`src/rtl/arm_run_monitor.sv`:
```
// Run controller and seven-segment debug display for the single-cycle ARM test system.
// Optional build macro RUN_MONITOR_BLANK_EN blanks leading-zero digits above digit 0.
module arm_run_monitor #(
    parameter int          NUM_DIGITS = 4,
    parameter int          DATA_WIDTH = 32,
    parameter int unsigned HALT_PC    = 100,
    parameter int unsigned PASS_ADDR  = 100,
    parameter int unsigned PASS_DATA  = 7,
    parameter int unsigned MAX_CYCLES = 1000
) (
    input  logic                    clk_50Mhz,
    input  logic                    reset,
    input  logic [DATA_WIDTH-1:0]   pc,
    input  logic                    mem_write,
    input  logic [DATA_WIDTH-1:0]   data_adr,
    input  logic [DATA_WIDTH-1:0]   write_data,
    input  logic [DATA_WIDTH-1:0]   read_data,
    input  logic [1:0]              disp_sel,
    output logic                    cpu_en,
    output logic [2:0]              state,
    output logic [DATA_WIDTH-1:0]   cycle_count,
    output logic                    led_success,
    output logic                    led_fail,
    output logic                    halted,
    output logic [7*NUM_DIGITS-1:0] seg
);

    typedef enum logic [2:0] {
        S_HOLD = 3'd0,
        S_RUN  = 3'd1,
        S_PASS = 3'd2,
        S_FAIL = 3'd3,
        S_HALT = 3'd4
    } run_state_t;

    localparam logic [DATA_WIDTH-1:0] HALT_V    = DATA_WIDTH'(HALT_PC);
    localparam logic [DATA_WIDTH-1:0] ADDR_V    = DATA_WIDTH'(PASS_ADDR);
    localparam logic [DATA_WIDTH-1:0] DATA_V    = DATA_WIDTH'(PASS_DATA);
    localparam logic [DATA_WIDTH-1:0] TIMEOUT_V = DATA_WIDTH'(MAX_CYCLES - 1);
    localparam int BW = 4 * NUM_DIGITS;
    localparam int CW = $clog2(DATA_WIDTH + 1);

    run_state_t state_q, state_d;

    always_comb begin
        state_d = state_q;
        case (state_q)
            S_HOLD: state_d = S_RUN;
            S_RUN: begin
                // Signature store outranks halt and timeout in the same cycle.
                if (mem_write && data_adr == ADDR_V && write_data == DATA_V) state_d = S_PASS;
                else if (mem_write && data_adr == ADDR_V)                    state_d = S_FAIL;
                else if (pc > HALT_V)                                        state_d = S_HALT;
                else if (cycle_count == TIMEOUT_V)                           state_d = S_FAIL;
            end
            default: state_d = state_q;
        endcase
    end

    always_ff @(posedge clk_50Mhz or negedge reset) begin
        if (!reset) begin
            state_q     <= S_HOLD;
            cpu_en      <= 1'b0;
            cycle_count <= '0;
            led_success <= 1'b0;
            led_fail    <= 1'b0;
            halted      <= 1'b0;
        end else begin
            state_q     <= state_d;
            cpu_en      <= (state_q == S_RUN) && (state_d == S_RUN || state_q == S_RUN);
            led_success <= (state_d == S_PASS);
            led_fail    <= (state_d == S_FAIL);
            halted      <= (state_d == S_PASS) || (state_d == S_FAIL) || (state_d == S_HALT);
            if (state_q == S_RUN) cycle_count <= cycle_count + DATA_WIDTH'(1);
        end
    end

    assign state = state_q;

    // Double-dabble converter: one LOAD cycle then DATA_WIDTH shift cycles.
    logic [CW-1:0]         bit_cnt;
    logic [DATA_WIDTH-1:0] val_sr, src_value;
    logic [BW-1:0]         bcd_sr, bcd_adj, bcd_next, digits_q;

    always_comb begin
        src_value = pc;
        case (disp_sel)
            2'd0: src_value = pc;
            2'd1: src_value = cycle_count;
            2'd2: src_value = read_data;
            default: src_value = {{(DATA_WIDTH-3){1'b0}}, state_q};
        endcase
    end

    always_comb begin
        bcd_adj = bcd_sr;
        for (int i = 0; i < NUM_DIGITS; i++) begin
            if (bcd_sr[4*i +: 4] >= 4'd5) bcd_adj[4*i +: 4] = bcd_sr[4*i +: 4] + 4'd3;
        end
        bcd_next = {bcd_adj[BW-2:0], val_sr[DATA_WIDTH-1]};
    end

    always_ff @(posedge clk_50Mhz or negedge reset) begin
        if (!reset) begin
            bit_cnt  <= '0;
            val_sr   <= '0;
            bcd_sr   <= '0;
            digits_q <= '0;
        end else if (bit_cnt == '0) begin
            val_sr  <= src_value;
            bcd_sr  <= '0;
            bit_cnt <= CW'(1);
        end else begin
            val_sr <= val_sr << 1;
            bcd_sr <= bcd_next;
            if (bit_cnt == CW'(DATA_WIDTH)) begin
                bit_cnt  <= '0;
                digits_q <= bcd_next;
            end else begin
                bit_cnt <= bit_cnt + CW'(1);
            end
        end
    end

    function automatic logic [6:0] seg7(input logic [3:0] d);
        case (d)
            4'd0: seg7 = 7'b1000000;
            4'd1: seg7 = 7'b1111001;
            4'd2: seg7 = 7'b0100100;
            4'd3: seg7 = 7'b0110000;
            4'd4: seg7 = 7'b0011001;
            4'd5: seg7 = 7'b0010010;
            4'd6: seg7 = 7'b0000010;
            4'd7: seg7 = 7'b1111000;
            4'd8: seg7 = 7'b0000000;
            4'd9: seg7 = 7'b0010000;
            default: seg7 = 7'b1111111;
        endcase
    endfunction

`ifdef RUN_MONITOR_BLANK_EN
    logic all_zero;
    always_comb begin
        seg      = '1;
        all_zero = 1'b1;
        for (int i = NUM_DIGITS - 1; i >= 0; i--) begin
            all_zero = all_zero && (digits_q[4*i +: 4] == 4'd0);
            if (all_zero && i != 0) seg[7*i +: 7] = 7'b1111111;
            else                    seg[7*i +: 7] = seg7(digits_q[4*i +: 4]);
        end
    end
`else
    always_comb begin
        seg = '1;
        for (int i = 0; i < NUM_DIGITS; i++) begin
            seg[7*i +: 7] = seg7(digits_q[4*i +: 4]);
        end
    end
`endif

endmodule
```
`config.mk`:
```
export PLATFORM = sky130hd
export DESIGN_NAME = arm_run_monitor
export DESIGN_NICKNAME = d
export VERILOG_FILES = /design/src/rtl/arm_run_monitor.sv
export SDC_FILE = /design/constraint.sdc
export NUM_CORES = 1
export LEC_CHECK = 0
export BUFFER_PORTS_ARGS = -buffer_cell sky130_fd_sc_hd__buf_2
export CAP_MARGIN = 20
export CORE_MARGIN = 8
export CORE_UTILIZATION = 35
export DETAILED_ROUTE_END_ITERATION = 10
export MAX_ROUTING_LAYER = met4
export PLACE_DENSITY_LB_ADDON = 0.2
export SETUP_SLACK_MARGIN = 0.2
export SLEW_MARGIN = 20
export SYNTH_ARGS = -nofsm -noshare
export SYNTH_HDL_FRONTEND = slang
export SYNTH_SLANG_ARGS = --single-unit
```
`constraint.sdc`:
```
create_clock -name clk_50Mhz -period 5.8 [get_ports clk_50Mhz]
set_input_delay 0.58 -clock clk_50Mhz [delete_from_list [all_inputs] [get_ports clk_50Mhz]]
set_output_delay 0.58 -clock clk_50Mhz [all_outputs]
set_load 0.03 [all_outputs]
```
# Word level (Yosys, flattened, before mapping)
# Memory sizes are Yosys's and may differ from the RTL's.
# Cells that the tools add are included.
# classes
n_div,0
eq_ne,11
order_cmp,5
n_mul,0
addsub,6
n_mux,14
bitwise,1
reduce_logical,10
shifts,0
# op_table
op,n
32-bit case mux with 3 select lines,1
32-bit by 1-bit adder with 32-bit output (second input constant),1
32-bit by 10-bit equality test with 1-bit output (second input constant),1
32-bit by 3-bit equality test with 1-bit output (second input constant),1
32-bit by 7-bit equality test with 1-bit output (second input constant),1
32-bit by 7-bit greater-than comparator with 1-bit output (second input constant),1
32-bit 2-to-1 mux,1
4-bit by 3-bit >= comparator with 1-bit output (second input constant),4
16-bit 2-to-1 mux,1
3-bit 2-to-1 mux,5
4-bit by 2-bit adder with 4-bit output (second input constant),3
4-bit 2-to-1 mux,3
6-bit 2-to-1 mux,2
6-bit by 1-bit adder with 6-bit output (second input constant),1
3-bit by 1-bit equality test with 1-bit output (second input constant),2
3-bit by 2-bit equality test with 1-bit output (second input constant),2
6-bit equality test (second input constant),1
6-bit logical NOT,1
3-bit case mux with 2 select lines,1
3-bit by 2-bit adder with 3-bit output (second input constant),1
3-bit equality test (second input constant),1
1-bit logical AND,3
3-bit logical NOT,1
1-bit logical OR,3
other kinds (5),5
# totals
output_inout_bits,67
word_cells,61
rom_bits,448
mem_bits_rw,0
latchBits,0
memories,4
ff_bits,109
in_bits,133
# mem_list
memory,depth,width,rd,rd_ports_with_merged_regs,wr,line,rtl
(name not given),16,7,1,0,0,126,case (d)
(name not given),16,7,1,0,0,126,
(name not given),16,7,1,0,0,126,
(name not given),16,7,1,0,0,126,

# Logic depth before layout (Yosys ltp)
# depth
word_depth,9
mapped_depth,8
mapped_depth_nobuf,6

# Worst setup path before layout
# Ideal clock, no wire load.
# synth_timing
path_kind,flip-flop to output port
from,register digits_q[9]
to,output port seg[18]
stages_incl_launch_ff,6
n_path_buf,0
t_arrival_ns,1.486
path_slack_ns,3.734
t_required_ns,5.220
cell_sequence,dfrtp_1 inv_1 ha_1 nand2_1 o21ai_0 o21ai_0
# synth_via
elab_chain_len,1
# synth_rtl
element,line,rtl
"start, declared",83,"logic [BW-1:0] bcd_sr, bcd_adj, bcd_next, digits_q;"
"start signal, assigned",118,digits_q <= bcd_next;
memory 16 x 7 bit,-,
"end, declared",25,output logic [7*NUM_DIGITS-1:0] seg
# Every way passes these cells.

# Worst setup path after layout
# layout_timing
from,register bit_cnt[0]
to,register val_sr[2]
# layout_via
elab_chain_len,2
# layout_rtl
element,line,rtl
"start, declared",81,logic [CW-1:0] bit_cnt;
"start signal, assigned",120,bit_cnt <= bit_cnt + CW'(1);
6-bit logical NOT,109,end else if (bit_cnt == '0) begin
32-bit 2-to-1 mux,109,
"end signal, assigned",110,val_sr <= src_value;
"end signal, assigned",114,val_sr <= val_sr << 1;
"end, declared",82,"logic [DATA_WIDTH-1:0] val_sr, src_value;"
# Every way passes these cells.
# A chain may end at the register's enable or synchronous reset.

==> results.py <==
metrics = {
    "yosys": {
        "synthesis.nets": 845,
        "yosys_most_used_dff": "sky130_fd_sc_hd__dfrtp_1",
        "share_of_async_settable_or_async_resettable_flops_after_synthesis": 1.00,
        "synth.ff_latch_count": 109,
        "synth.largest_area_cell": "sky130_fd_sc_hd__dfrtp_1",
        "ys_warn_count": 0,
        "synthDominantCellAreaShare": 0.439,
        "synth.top_cells.by_area": "sky130_fd_sc_hd__dfrtp_1 44%, sky130_fd_sc_hd__a21oi_1 7.0%, sky130_fd_sc_hd__nor2_1 6.6%",
        "proportion_of_synthesized_chip_area_in_sequential_cells": 0.439,
        "syn-cell-area_um2": 6210,
        "synth_edf_count": 0,
        "synth_cell_type_count": 51,
        "synth_cells": 681,
        "postSynthAreaPerCell_um2": 9.12,
    },
    "timing": {
        "setup_viol": 0,
        "worst_setup_slack_final_ns": 3.11,
        "finalMaxSlewViolations": 0,
        "final_period_util": 0.463,
        "setup_tns_ns": 0,
        "tightest_slew_margin_relative_to_the_limit": 0.316,
        "fin_skew_ns": 0.0106,
        "fmax_mhz": 372,
        "timing_hold_violations_final": 0,
        "worstMarginPinSlew_ns": 1.03,
        "hold_slack_ns": 0.328,
        "finalCriticalPeriod_ns": 2.69,
        "rsz_0062_raised_after_global_routing": "no",
    },
    "placed_design": {
        "io_buffers": 199,
        "dp.final_hpwl_um": 13200,
        "post-place-ws_ns": 3.05,
        "globalplace.congestion": 0.805,
    },
    "die": {
        "initial_core_util": 0.358,
        "dieArea_um2": 22300,
        "rows": 48,
        "io_pins": 200,
        "core_area_um2": 17400,
        "die_height_um": 149,
        "die_width_um": 149,
    },
    "routing": {
        "routed-via-count": 5474,
        "drt_iter0_markers": 252,
        "route.detailed.vias_per_inst": 5.02,
        "drcViolationCount": 0,
        "detail_route.wirelength_um": 17000,
        "drt_first_pass_iters": 5,
        "remaining_antenna_violation_count_after_routing": 0,
        "routedWlPerCell_um": 15.6,
    },
    "final_layout": {
        "antenna_cells_inserted": 0,
        "share_of_cells_above_drive_strength_1": 0.282,
        "layout-area-overhead-vs-synth_pct": 24.7,
        "finish.net_count": 1025,
        "nFillCells": 1726,
    },
    "global_routing": {
        "global_route.overflow_total": 0,
        "groute.usage.overall": 0.159,
        "grt_pass1_wl_um": 27700,
        "first_global_vias": 5537,
        "grt_antenna_before_repair": 0,
        "grt_max_degree": 65,
    },
    "worst_setup_path": {
        "end_kind": "register",
        "worstPathArrival_ns": 2.92,
        "r2r_end": "val_sr[2]",
        "reg2reg_depth": 6,
        "criticalPathCategory": "reg2reg",
        "timing.critical_path.required_ns": 6.03,
        "regToRegSetupSlack_ns": 3.11,
        "critical_path.startpoint": "bit_cnt[0]",
        "startpoint_type": "register",
        "reg2reg_from": "bit_cnt[0]",
        "worst-path-max-fanout": 61,
    },
    "clock_tree": {
        "holdBufCountCts": 0,
        "clk_pin_slew_worst_paths_ns": 0.07,
        "numCtsBuffers": 9,
        "cts-resized-gates": 0,
        "ctsLongestPathBuffers": 2,
        "worst_skew_pair.late_latency_ns": 0.35,
        "cts_setup_buffers": 0,
        "clock_tree.htree_level_count": 3,
        "cts_tree": "yes",
        "clock_sink_count": 109,
        "ctsRootBufferMaster": "sky130_fd_sc_hd__clkbuf_16",
    },
    "power": {
        "cellPowerDensity_nw_per_um2": 386,
        "p_leak_nw": 3.91,
        "vdd_drop_max_uv": 385,
    },
    "status": {
        "outcome": "complete, no violations",
    },
    "flow_run": {
        "cap_violations": 0,
    },
    "hold_path": {
        "hold_path.class": "in2async",
    },
}
[cells by family (layout without fill, tap and decap cells)]
group	after synthesis	after routing	synth area share
flip-flops	109	109	0.439
XOR/XNOR	38	38	0.0536
adder cells (fa/ha/maj)	31	31	0.0624
AO/OA/AOI/OAI	140	140	0.122
multiplexers	41	41	0.0737
AND/OR/NAND/NOR	265	265	0.211
buffers and inverters	57	242	0.0381
[per-stage QoR]
step | instances | cell area [µm²] | utilization | power, mW
2_1_floorplan | 681 | 6210 | - | 1.90
3_3_place_gp | 1075 | 7370 | 0.425 | 2.26
3_5_place_dp | 1075 | 7380 | 0.425 | 2.27
4_1_cts | 1091 | 7750 | 0.447 | 3.03
5_1_grt | 1091 | 7750 | 0.447 | 3.22
6_report | 1091 | 7750 | 0.447 | 2.99
[worst max-delay path: stages (launching register included)]
cell and delay [ns]:
sky130_fd_sc_hd__dfrtp_1 0.41, sky130_fd_sc_hd__inv_1 0.07, sky130_fd_sc_hd__ha_1 0.14, sky130_fd_sc_hd__or4b_2 0.65
sky130_fd_sc_hd__nor2_4 0.34, sky130_fd_sc_hd__buf_4 0.54, sky130_fd_sc_hd__mux2_2 0.40
[state kept, by name (all words and copies together) (netlist names)]
signal       cells
cycle_count     32
val_sr          32
bcd_sr          16
digits_q        16
bit_cnt          6
state            3
cpu_en           1
halted           1
led_fail         1
led_success      1
[final cells by class]
cell class                 count  area (µm²)  share of cell area
inverter                      25        93.8              0.0121
timing repair buffer         201        1010               0.131
tap                          225         282              0.0363
sequential                   109        2730               0.352
clock inverter                 5         129              0.0166
clock buffer                  11         243              0.0313
multi-input combinational    515        3260               0.421
[cell usage after synthesis, types with 4 or more instances]
| cell type | count |
|---|---|
| sky130_fd_sc_hd__xnor2_1 | 29 |
| sky130_fd_sc_hd__a31oi_1 | 4 |
| sky130_fd_sc_hd__nand2b_1 | 8 |
| sky130_fd_sc_hd__xor2_1 | 9 |
| sky130_fd_sc_hd__nand4_1 | 13 |
| sky130_fd_sc_hd__nor4_1 | 20 |
| sky130_fd_sc_hd__and3_1 | 7 |
| sky130_fd_sc_hd__mux2_2 | 8 |
| sky130_fd_sc_hd__clkbuf_1 | 16 |
| sky130_fd_sc_hd__nor2_1 | 110 |
| sky130_fd_sc_hd__nor3b_1 | 8 |
| sky130_fd_sc_hd__a21oi_1 | 87 |
| sky130_fd_sc_hd__ha_1 | 31 |
| sky130_fd_sc_hd__nand2_1 | 53 |
| sky130_fd_sc_hd__inv_1 | 25 |
| sky130_fd_sc_hd__or2_2 | 4 |
| sky130_fd_sc_hd__nand3_1 | 13 |
| sky130_fd_sc_hd__and4_1 | 4 |
| sky130_fd_sc_hd__o21ai_0 | 37 |
| sky130_fd_sc_hd__buf_2 | 15 |
| sky130_fd_sc_hd__dfrtp_1 | 109 |
| sky130_fd_sc_hd__mux2i_1 | 30 |
[layout by cell type, fill, tap and decap left out, types with 2 or more instances in the layout]
cell type	netlist	final
sky130_fd_sc_hd__a22oi_1	2	2
sky130_fd_sc_hd__nand2b_1	8	8
sky130_fd_sc_hd__mux2_2	8	8
sky130_fd_sc_hd__mux4_2	3	3
sky130_fd_sc_hd__buf_2	15	198
sky130_fd_sc_hd__buf_4	1	3
sky130_fd_sc_hd__or3_1	2	2
sky130_fd_sc_hd__xor2_1	9	9
sky130_fd_sc_hd__nand2_1	53	53
sky130_fd_sc_hd__a31oi_1	4	4
sky130_fd_sc_hd__and3_1	7	7
sky130_fd_sc_hd__mux2i_1	30	30
sky130_fd_sc_hd__nand3_1	13	13
sky130_fd_sc_hd__nor2b_1	3	2
sky130_fd_sc_hd__nor3_1	3	3
sky130_fd_sc_hd__nor3b_1	8	8
sky130_fd_sc_hd__clkbuf_16	0	9
sky130_fd_sc_hd__nor4_1	20	20
sky130_fd_sc_hd__nor4_2	2	2
sky130_fd_sc_hd__a31o_2	2	2
sky130_fd_sc_hd__nor2_1	110	110
sky130_fd_sc_hd__or2_2	4	4
sky130_fd_sc_hd__and4_1	4	4
sky130_fd_sc_hd__nor4b_1	3	3
sky130_fd_sc_hd__inv_1	25	25
sky130_fd_sc_hd__dfrtp_1	109	109
sky130_fd_sc_hd__o21ai_0	37	37
sky130_fd_sc_hd__xnor2_1	29	29
sky130_fd_sc_hd__nand4_1	13	13
sky130_fd_sc_hd__ha_1	31	31
sky130_fd_sc_hd__bufinv_16	0	4
sky130_fd_sc_hd__a21oi_1	87	87
[routing by layer]
layer | vias up | wire (µm) | GRT usage
li1 | 2727 | - | -
met1 | 2532 | 7970 | 0.201
met2 | 198 | 7880 | 0.254
met3 | 17 | 800 | 0.0258
met4 | 0 | 336 | 0.0550
met5 | - | 0 | -
[power by group]
group,switching [mW],internal [mW]
clock,0.275,0.479
combinational,0.809,0.433
sequential,0.125,0.868
total,1.21,1.78
[how the worst max path moves through the flow]
| stage | to | slack, ns |
|---|---|---|
| 6_report | val_sr[2] | 3.11 |
| 5_1_grt | val_sr[2] | 2.92 |
| 4_1_cts | val_sr[2] | 3.08 |
| 3_5_place_dp | led_success | 3.05 |
| 3_3_place_gp | led_success | 3.06 |
| 2_1_floorplan | seg[18] | 3.73 |
Power figures use the tool's default switching activity.
